File: config.mk
export PLATFORM = sky130hd
export DESIGN_NAME = mem_stage
export DESIGN_NICKNAME = d
export VERILOG_FILES = /design/src/rtl/mem_stage.sv
export SDC_FILE = /design/constraint.sdc
export NUM_CORES = 1
export LEC_CHECK = 0
export ABC_AREA = 1
export CORE_MARGIN = 2
export CORE_UTILIZATION = 40
export DETAILED_ROUTE_END_ITERATION = 10
export GPL_TIMING_DRIVEN = 1
export PLACE_DENSITY = 0.81
export SYNTH_ARGS = -nofsm -noshare
export SYNTH_HDL_FRONTEND = slang
export SYNTH_SLANG_ARGS = --single-unit
File: constraint.sdc
create_clock -name clk -period 1.87 [get_ports clk]
set_clock_uncertainty 0.1 [all_clocks]
set_input_delay 0.374 -clock clk [delete_from_list [all_inputs] [get_ports clk]]
set_output_delay 0.374 -clock clk [all_outputs]
set_load 0.005 [all_outputs]
File: src/rtl/mem_stage.sv
// Memory-access stage: single-outstanding req/ack data-memory port, load alignment/extension,
// write-back mux and stall request. Optional MEM_MISALIGN_TRAP_EN flags misaligned accesses.
module mem_stage (
    input  logic        clk,
    input  logic        rst,
    input  logic [31:0] mem_alu_result,
    input  logic        mem_wr_bck_en,
    input  logic [4:0]  mem_wr_reg_addr,
    input  logic [2:0]  mem_loadtype,
    input  logic [1:0]  mem_storetype,
    input  logic [31:0] mem_store_data,
    input  logic        mem_isload,
    output logic        dmem_req,
    output logic        dmem_we,
    output logic [31:0] dmem_addr,
    output logic [3:0]  dmem_be,
    output logic [31:0] dmem_wdata,
    input  logic        dmem_ack,
    input  logic [31:0] dmem_rdata,
    output logic [31:0] wb_data,
    output logic        wb_en,
    output logic [4:0]  wb_reg_addr,
    output logic        stall_req,
    output logic        misalign_exc
);

    localparam logic [1:0] StIdle = 2'd0;
    localparam logic [1:0] StWait = 2'd1;
    localparam logic [1:0] StDone = 2'd2;

    logic [1:0]  state_q, state_d;
    logic [31:0] rdata_q, rdata_d;

    logic        is_load, is_store, mem_op, misalign, issue;
    logic [1:0]  lane;
    logic [7:0]  ld_byte;
    logic [15:0] ld_half;
    logic [31:0] ld_data;

    assign lane     = mem_alu_result[1:0];
    assign is_load  = mem_isload && (mem_loadtype >= 3'd1) && (mem_loadtype <= 3'd5);
    assign is_store = (mem_storetype != 2'd0) && !is_load;
    assign mem_op   = is_load || is_store;

`ifdef MEM_MISALIGN_TRAP_EN
    assign misalign =
        (is_load && (((mem_loadtype == 3'd2 || mem_loadtype == 3'd5) && lane[0]) ||
                     (mem_loadtype == 3'd3 && lane != 2'd0))) ||
        (is_store && ((mem_storetype == 2'd2 && lane[0]) ||
                      (mem_storetype == 2'd3 && lane != 2'd0)));
`else
    assign misalign = 1'b0;
`endif

    assign issue = mem_op && !misalign;

    // Store lane enables and replicated data; loads read the whole word.
    always_comb begin
        dmem_addr  = {mem_alu_result[31:2], 2'b00};
        dmem_we    = is_store;
        dmem_be    = 4'b1111;
        dmem_wdata = mem_store_data;
        if (is_store) begin
            case (mem_storetype)
                2'd1: begin
                    dmem_be    = 4'b0001 << lane;
                    dmem_wdata = {4{mem_store_data[7:0]}};
                end
                2'd2: begin
                    dmem_be    = lane[1] ? 4'b1100 : 4'b0011;
                    dmem_wdata = {2{mem_store_data[15:0]}};
                end
                default: begin
                    dmem_be    = 4'b1111;
                    dmem_wdata = mem_store_data;
                end
            endcase
        end
    end

    always_comb begin
        unique case (lane)
            2'd0: ld_byte = rdata_q[7:0];
            2'd1: ld_byte = rdata_q[15:8];
            2'd2: ld_byte = rdata_q[23:16];
            default: ld_byte = rdata_q[31:24];
        endcase
        ld_half = lane[1] ? rdata_q[31:16] : rdata_q[15:0];
        case (mem_loadtype)
            3'd1: ld_data = {{24{ld_byte[7]}}, ld_byte};
            3'd2: ld_data = {{16{ld_half[15]}}, ld_half};
            3'd4: ld_data = {24'd0, ld_byte};
            3'd5: ld_data = {16'd0, ld_half};
            default: ld_data = rdata_q;
        endcase
    end

    always_comb begin
        state_d      = state_q;
        rdata_d      = rdata_q;
        dmem_req     = 1'b0;
        stall_req    = 1'b0;
        misalign_exc = 1'b0;
        wb_data      = mem_alu_result;
        wb_en        = mem_wr_bck_en;
        wb_reg_addr  = mem_wr_reg_addr;

        case (state_q)
            StIdle: begin
                if (issue) begin
                    dmem_req  = 1'b1;
                    stall_req = 1'b1;
                    if (dmem_ack) begin
                        rdata_d = dmem_rdata;
                        state_d = StDone;
                    end else begin
                        state_d = StWait;
                    end
                end else if (mem_op) begin
                    misalign_exc = 1'b1;
                    wb_en        = 1'b0;
                end
            end
            StWait: begin
                dmem_req  = 1'b1;
                stall_req = 1'b1;
                if (dmem_ack) begin
                    rdata_d = dmem_rdata;
                    state_d = StDone;
                end
            end
            StDone: begin
                if (is_load) begin
                    wb_data = ld_data;
                end else if (is_store) begin
                    wb_en = 1'b0;
                end
                state_d = StIdle;
            end
            default: state_d = StIdle;
        endcase

        if (stall_req) wb_en = 1'b0;

        // Reset abandons any pending request in the same cycle.
        if (rst) begin
            dmem_req     = 1'b0;
            stall_req    = 1'b0;
            wb_en        = 1'b0;
            misalign_exc = 1'b0;
            state_d      = StIdle;
            rdata_d      = 32'd0;
        end
    end

    always_ff @(posedge clk) begin
        state_q <= state_d;
        rdata_q <= rdata_d;
    end

endmodule

Word-level counts from Yosys, hierarchy flattened. Index checks and enable logic that the tools add are counted.

Latch bits: 0. Bits in writable memories: 0. ROM bits: 0. Bits in registers: 34. Memories kept: 0. Input port bits: 111.

Equality and inequality tests: 12. Shift operators: 1. Bitwise operators: 0. Multiplexer cells: 25. $mul: 0. Add/subtract/negate cells: 0. Reductions and logical operators: 11. Divide/modulo/power cells: 0. $lt $le $gt $ge: 2.

Operators with widths (number): $mux 32 (5); $pmux 32 s2 (2); $pmux 32 s4 (1); $pmux 8 s3 (1); $mux 16 (1); $mux 4 (2); $pmux 4 s2 (1); $mux 1 (7); $eq 2x1->1 const B (3); $eq 2x2->1 const B (3); $eq 3x3->1 const B (2); $mux 2 (3); $logic_not 2->1 (2); $ne 2x2->1 const B (2); $pmux 2 s2 (1); $reduce_and 2->1 (2); $reduce_bool 2->1 (2); $shl 1x2->4 const A (1); $eq 3x1->1 const B (1); $eq 3x2->1 const B (1); $ge 3x1->1 const B (1); $le 3x3->1 const B (1); $logic_and 1x1->1 (3); $pmux 1 s2 (1); other kinds (2) (2).

Longest topological paths before layout.
Depth in word-level cells: 10. Depth in mapped cells: 10. Mapped depth without buffers: 9.

Worst setup path before layout. Ideal clock, no wire load.

Kind: input port to output port. From: input port mem_alu_result[1]. To: output port wb_data[21]. Arrival time: 1.298 ns. Path buffers: 2. Stages: 7. Required time: 1.396 ns. Setup slack: 0.098 ns. Cells stage by stage: buf_2 -> o21ai_0 -> nand3_1 -> buf_2 -> nand3_1 -> nand2_1 -> inv_1.

Word-level cells in the longest chain between the ends: 5. Elaborated cells on any way between the ends: 8. Those cells by class: eq/ne (2); mux (5); reduce/logical (1).

Ends and longest elaborated chain: start: declaration (line 6) `input logic [31:0] mem_alu_result,`; $eq 2x2->1 (tied with other cells) (line 82) `unique case (lane)`; $pmux 8 s3 (line 82); $pmux 32 s4 * (line 89) `case (mem_loadtype)`; $mux 32 * (line 133) `if (is_load) begin`; $mux 32 * (line 108) `case (state_q)`; end: declaration (line 20) `output logic [31:0] wb_data,`.

Every way passes the cells marked *; elsewhere a longest branch is shown, timed or not.

Worst setup path in the final report.
From: register state_q[1]. To: output port wb_data[29].

Word-level cells in the longest chain between the ends: 2.

Ends and longest elaborated chain: start: declaration (line 31) `logic [1:0] state_q, state_d;`; start signal: assignment (line 157) `state_q <= state_d;`; $eq 2x2->1 (line 108); $mux 32 (line 108).

No other way between the ends.

==> impl_results.rst <==
.. list-table::
   :header-rows: 1

   * - Metric
     - Value
   * - Result of the run
     - finished, violations left
   * - Violations in the final reports
     - setup timing
   * - TritonCTS Sinks
     - 34
   * - Data required time at the worst endpoint
     - 1400 ps
   * - Most Used Layer, Global Route
     - met2
   * - Relative slew slack
     - 63.0%
   * - Share of the yosys chip area belonging to registers
     - roughly 17%
   * - Setup-violating endpoint count in the final report
     - 97
   * - Worst Hold Class
     - reg -> reg
   * - Hold Vio Cnt, Final
     - 0
   * - Share of the synthesized area in the top cell type
     - 17.0%
   * - Largest incremental delay on the critical path
     - 320 ps
   * - Antenna diode count
     - 0
   * - Netlist cell types
     - 32
   * - Via total after detailed routing
     - 6577
   * - Count of warnings emitted by yosys
     - 0
   * - Overall die area
     - 0.0109 sq mm
   * - Post-route fraction of the period consumed by the critical path
     - 127%
   * - Clock latency reported for the late side of the worst-skew pair
     - 290 ps
   * - Via count of the first global-routing pass
     - 5473
   * - Total power divided by cell area
     - roughly 440 mW/mm^2
   * - Effective utilization at floorplan
     - around 41%
   * - Total Nets Final
     - 1120
   * - Non-Filler Cell Area, Final
     - between 0.008 and 0.009 sq mm
   * - Final number of max-transition violations
     - 0
   * - Avg Vias per Cell
     - roughly 5.8
   * - CP endpoint kind
     - primary output
   * - I/O Pins
     - 221
   * - Share of flip-flops with an asynchronous set or reset
     - 0%
   * - RSZ-0062 raised after global routing
     - true
   * - Reg area
     - ~690 sq um
   * - Share of cells above drive strength 1
     - 44.7%
   * - Slew at the pin closest to its max-slew limit
     - 548 ps
   * - H-tree level count
     - 2
   * - DR iter-0 viols
     - 1010
   * - Global-route met2 utilization
     - a little over half
   * - Core region area
     - 0.00977 sq mm
   * - Initial antenna violation count
     - 1
   * - WL/cell
     - 21.2 microns
   * - Count of hold-fix buffers inserted at cts
     - 0
   * - Cell-by-cell trace of the critical path
     - inv_2 -> nor2_4 -> nand3_4 -> buf_12 -> buf_4 -> nor2_1 -> nand3_1 -> nand2_1 -> inv_1 -> buf_2
   * - CTS tree
     - done
   * - Syn Inst Count
     - around 750
   * - Detailed-router iteration count before antenna repair
     - 8
   * - Gate power share
     - about 60%
   * - Die Height
     - 104 microns
   * - Highest net fanout along the worst path
     - 6
   * - Worst path arrival time
     - 1900 ps
   * - Width of the die
     - 104 microns
   * - Clock transition at the registers of the reported paths
     - about 70 ps
   * - Leakage dissipation
     - about 4.3 nW
   * - Fin Setup TNS
     - -27760 ps
   * - Register bit count reported by yosys
     - 34
   * - Time the worst path needs with I/O delays and setup
     - 2370 ps
   * - Pin count of the biggest net entering global routing
     - 35
   * - Total global-route track usage
     - between 30% and 40%
   * - Avg Inst Size Synth
     - 5.37 sq um
   * - Number of flops mapped to enable cells by yosys
     - 0
   * - Maximum clock frequency
     - 0.422 GHz
   * - Half-perimeter wire length after detailed placement
     - 10600 microns
   * - Count of nets left with antenna violations after detail routing
     - 0
   * - Switch Pwr
     - 1.42 mW
   * - Top FF cell, synth
     - dfxtp_1
   * - Met3 Track Usage GR
     - 4.95%
   * - Sequential fraction of design power
     - 23.4%
   * - Cell with the most instances after synthesis
     - nand2_1
   * - Share of total power consumed by net switching
     - roughly 40%
   * - Number of buffers created by CTS
     - 5
   * - Top cells by area, synth
     - dfxtp_1 (17%), nand2_1 (15%), inv_1 (14%), buf_4 (9.2%), nor2_1 (8.6%)
   * - Crit path buf inv count
     - 5
   * - Max rail drop VDD
     - 0.484 mV
   * - MaxCap Viol Count
     - 0
   * - Largest area contributor in the synthesized netlist
     - dfxtp_1
   * - Area of combinational cells with multiple inputs
     - 0.00304 sq mm
   * - PnR worst setup slack
     - -501 ps
   * - Synth Cell Area
     - 0.00401 sq mm
   * - Row count
     - 36
   * - Crit start category
     - flop
   * - Filler Cells Inserted
     - around 500
   * - Power share of the clock group
     - 16.4%
   * - Layout overhead on the synthesized area
     - 101%
   * - DP Area
     - roughly 0.0062 sq mm
   * - PortBufs
     - 207
   * - Internal power component
     - 2.13 mW
   * - Post-detailed-route DRC marker count
     - 0
   * - Family with the most delay on the worst path
     - simple AND/OR/NAND/NOR gates
   * - Final wirelength
     - about 24000 microns
   * - Cell with the largest stage delay on the worst path
     - dfxtp_2
   * - Routability Congestion
     - approximately 0.87
   * - Clock root cell
     - clkbuf_8
   * - Maximum number of buffers from clock root to sink
     - 2
   * - Overflow left after global routing
     - 0
   * - Met1 demand-to-capacity share in global routing
     - 35.8%
   * - First-pass GRT wire length
     - 27500 microns
   * - Start-to-end type of the worst setup path
     - reg -> out
   * - Most used standard cells in the synthesized netlist
     - nand2_1 (158), inv_1 (149), nor2_1 (92)
[metrics by stage]
step / instances / hold slack, ps / power, mW / setup WS, ps / util, %
finish: 1140 / 499 / 3.55 / -501 / 82.7
global route: 1140 / 512 / 3.66 / -587 / 82.7
CTS: 1117 / 463 / 3.06 / -540 / 74.1
detailed placement: 1061 / 440 / 2.27 / -980 / 63.7
global placement: 1061 / 438 / 2.25 / -957 / 63.7
floorplan: 749 / 346 / 1.54 / 97.8 / -
[path summary, 6_finish.rpt]
| path | from | end | slack, ps | cells past startpoint |
|---|---|---|---|---|
| max reg2reg | state_q[1]$_SDFFE_PP0P_ | rdata_q[17]$_SDFFE_PP0P_ | 230 | 7 |
| max | state_q[1]$_SDFFE_PP0P_ | wb_data[29] | -500 | 10 |
| min reg2reg | rdata_q[2]$_SDFFE_PP0P_ | rdata_q[2]$_SDFFE_PP0P_ | 500 | 4 |
| min | rdata_q[2]$_SDFFE_PP0P_ | rdata_q[2]$_SDFFE_PP0P_ | 500 | 4 |
[cell type report]
cell class                      instances  area share (%)
Sequential cell                        34            8.50
Clock buffer                            6            1.02
Clock inverter                          2           0.155
Multi-Input combinational cell        448            37.6
Inverter                              178            8.44
Timing Repair Buffer                  339            42.2
Tap cell                              133            2.06
[worst min-delay path: stages (launching register included)]
cell	delay, ps
dfxtp_1	360
inv_1	80
nand2_2	50
inv_2	40
nor2_2	20
[state kept, by name (all words and copies together) (netlist names)]
name and count:
state_q 2, rdata_q 32
[cells by family after synthesis]
kind of cell | count (synthesis) | share of synthesized area [%]
and+or+nand+nor | 364 | 40.2
AOI/OAI and AO/OA | 78 | 10.5
adders and majority gates | 3 | 0.935
buffers and inverters | 267 | 31.3
other | 1 | 0.0934
DFF | 34 | 17.0
[power by group through the flow]
stage | combinational [mW] | sequential, mW | clock [mW]
after floorplan | 0.717 | 0.823 | 0
after global placement | 1.42 | 0.828 | 0
after detailed placement | 1.44 | 0.831 | 0
after CTS | 1.68 | 0.817 | 0.569
after global routing | 2.23 | 0.832 | 0.606
final | 2.13 | 0.830 | 0.581
[cells in the final DEF (no fill, tap or decap), drive strengths merged]
master,netlist,routed
ha,3,3
dfxtp,34,34
clkdlybuf4s50,0,122
clkbuf,9,23
and3,1,1
nor3,2,2
conb,1,3
dlygate4sd2,0,4
o21ai,44,44
nand3,49,49
dlymetal6s2s,0,11
o22ai,8,8
clkinv,2,4
or2,25,25
o21a,1,1
nor2,93,93
a21boi,6,6
nand2,161,161
a21oi,19,19
nand4,32,32
inv,176,175
and2,1,1
clkinvlp,0,1
buf,80,185
[metal layers]
layer / routed length (microns) / part of all wire, %
met5: 0 / 0
met4: 2420 / 10
met3: 2760 / 11
met2: 11100 / 46
met1: 7950 / 33
[what timing repair did]
action                     CTS  global route
gates resized for setup    424           219
setup endpoints to repair  101           104
gates cloned                11             8
setup buffers               39            22
hold endpoints to repair     0             0
pin swaps                   28            85
Note: power is estimated with default switching activity, not from simulation.
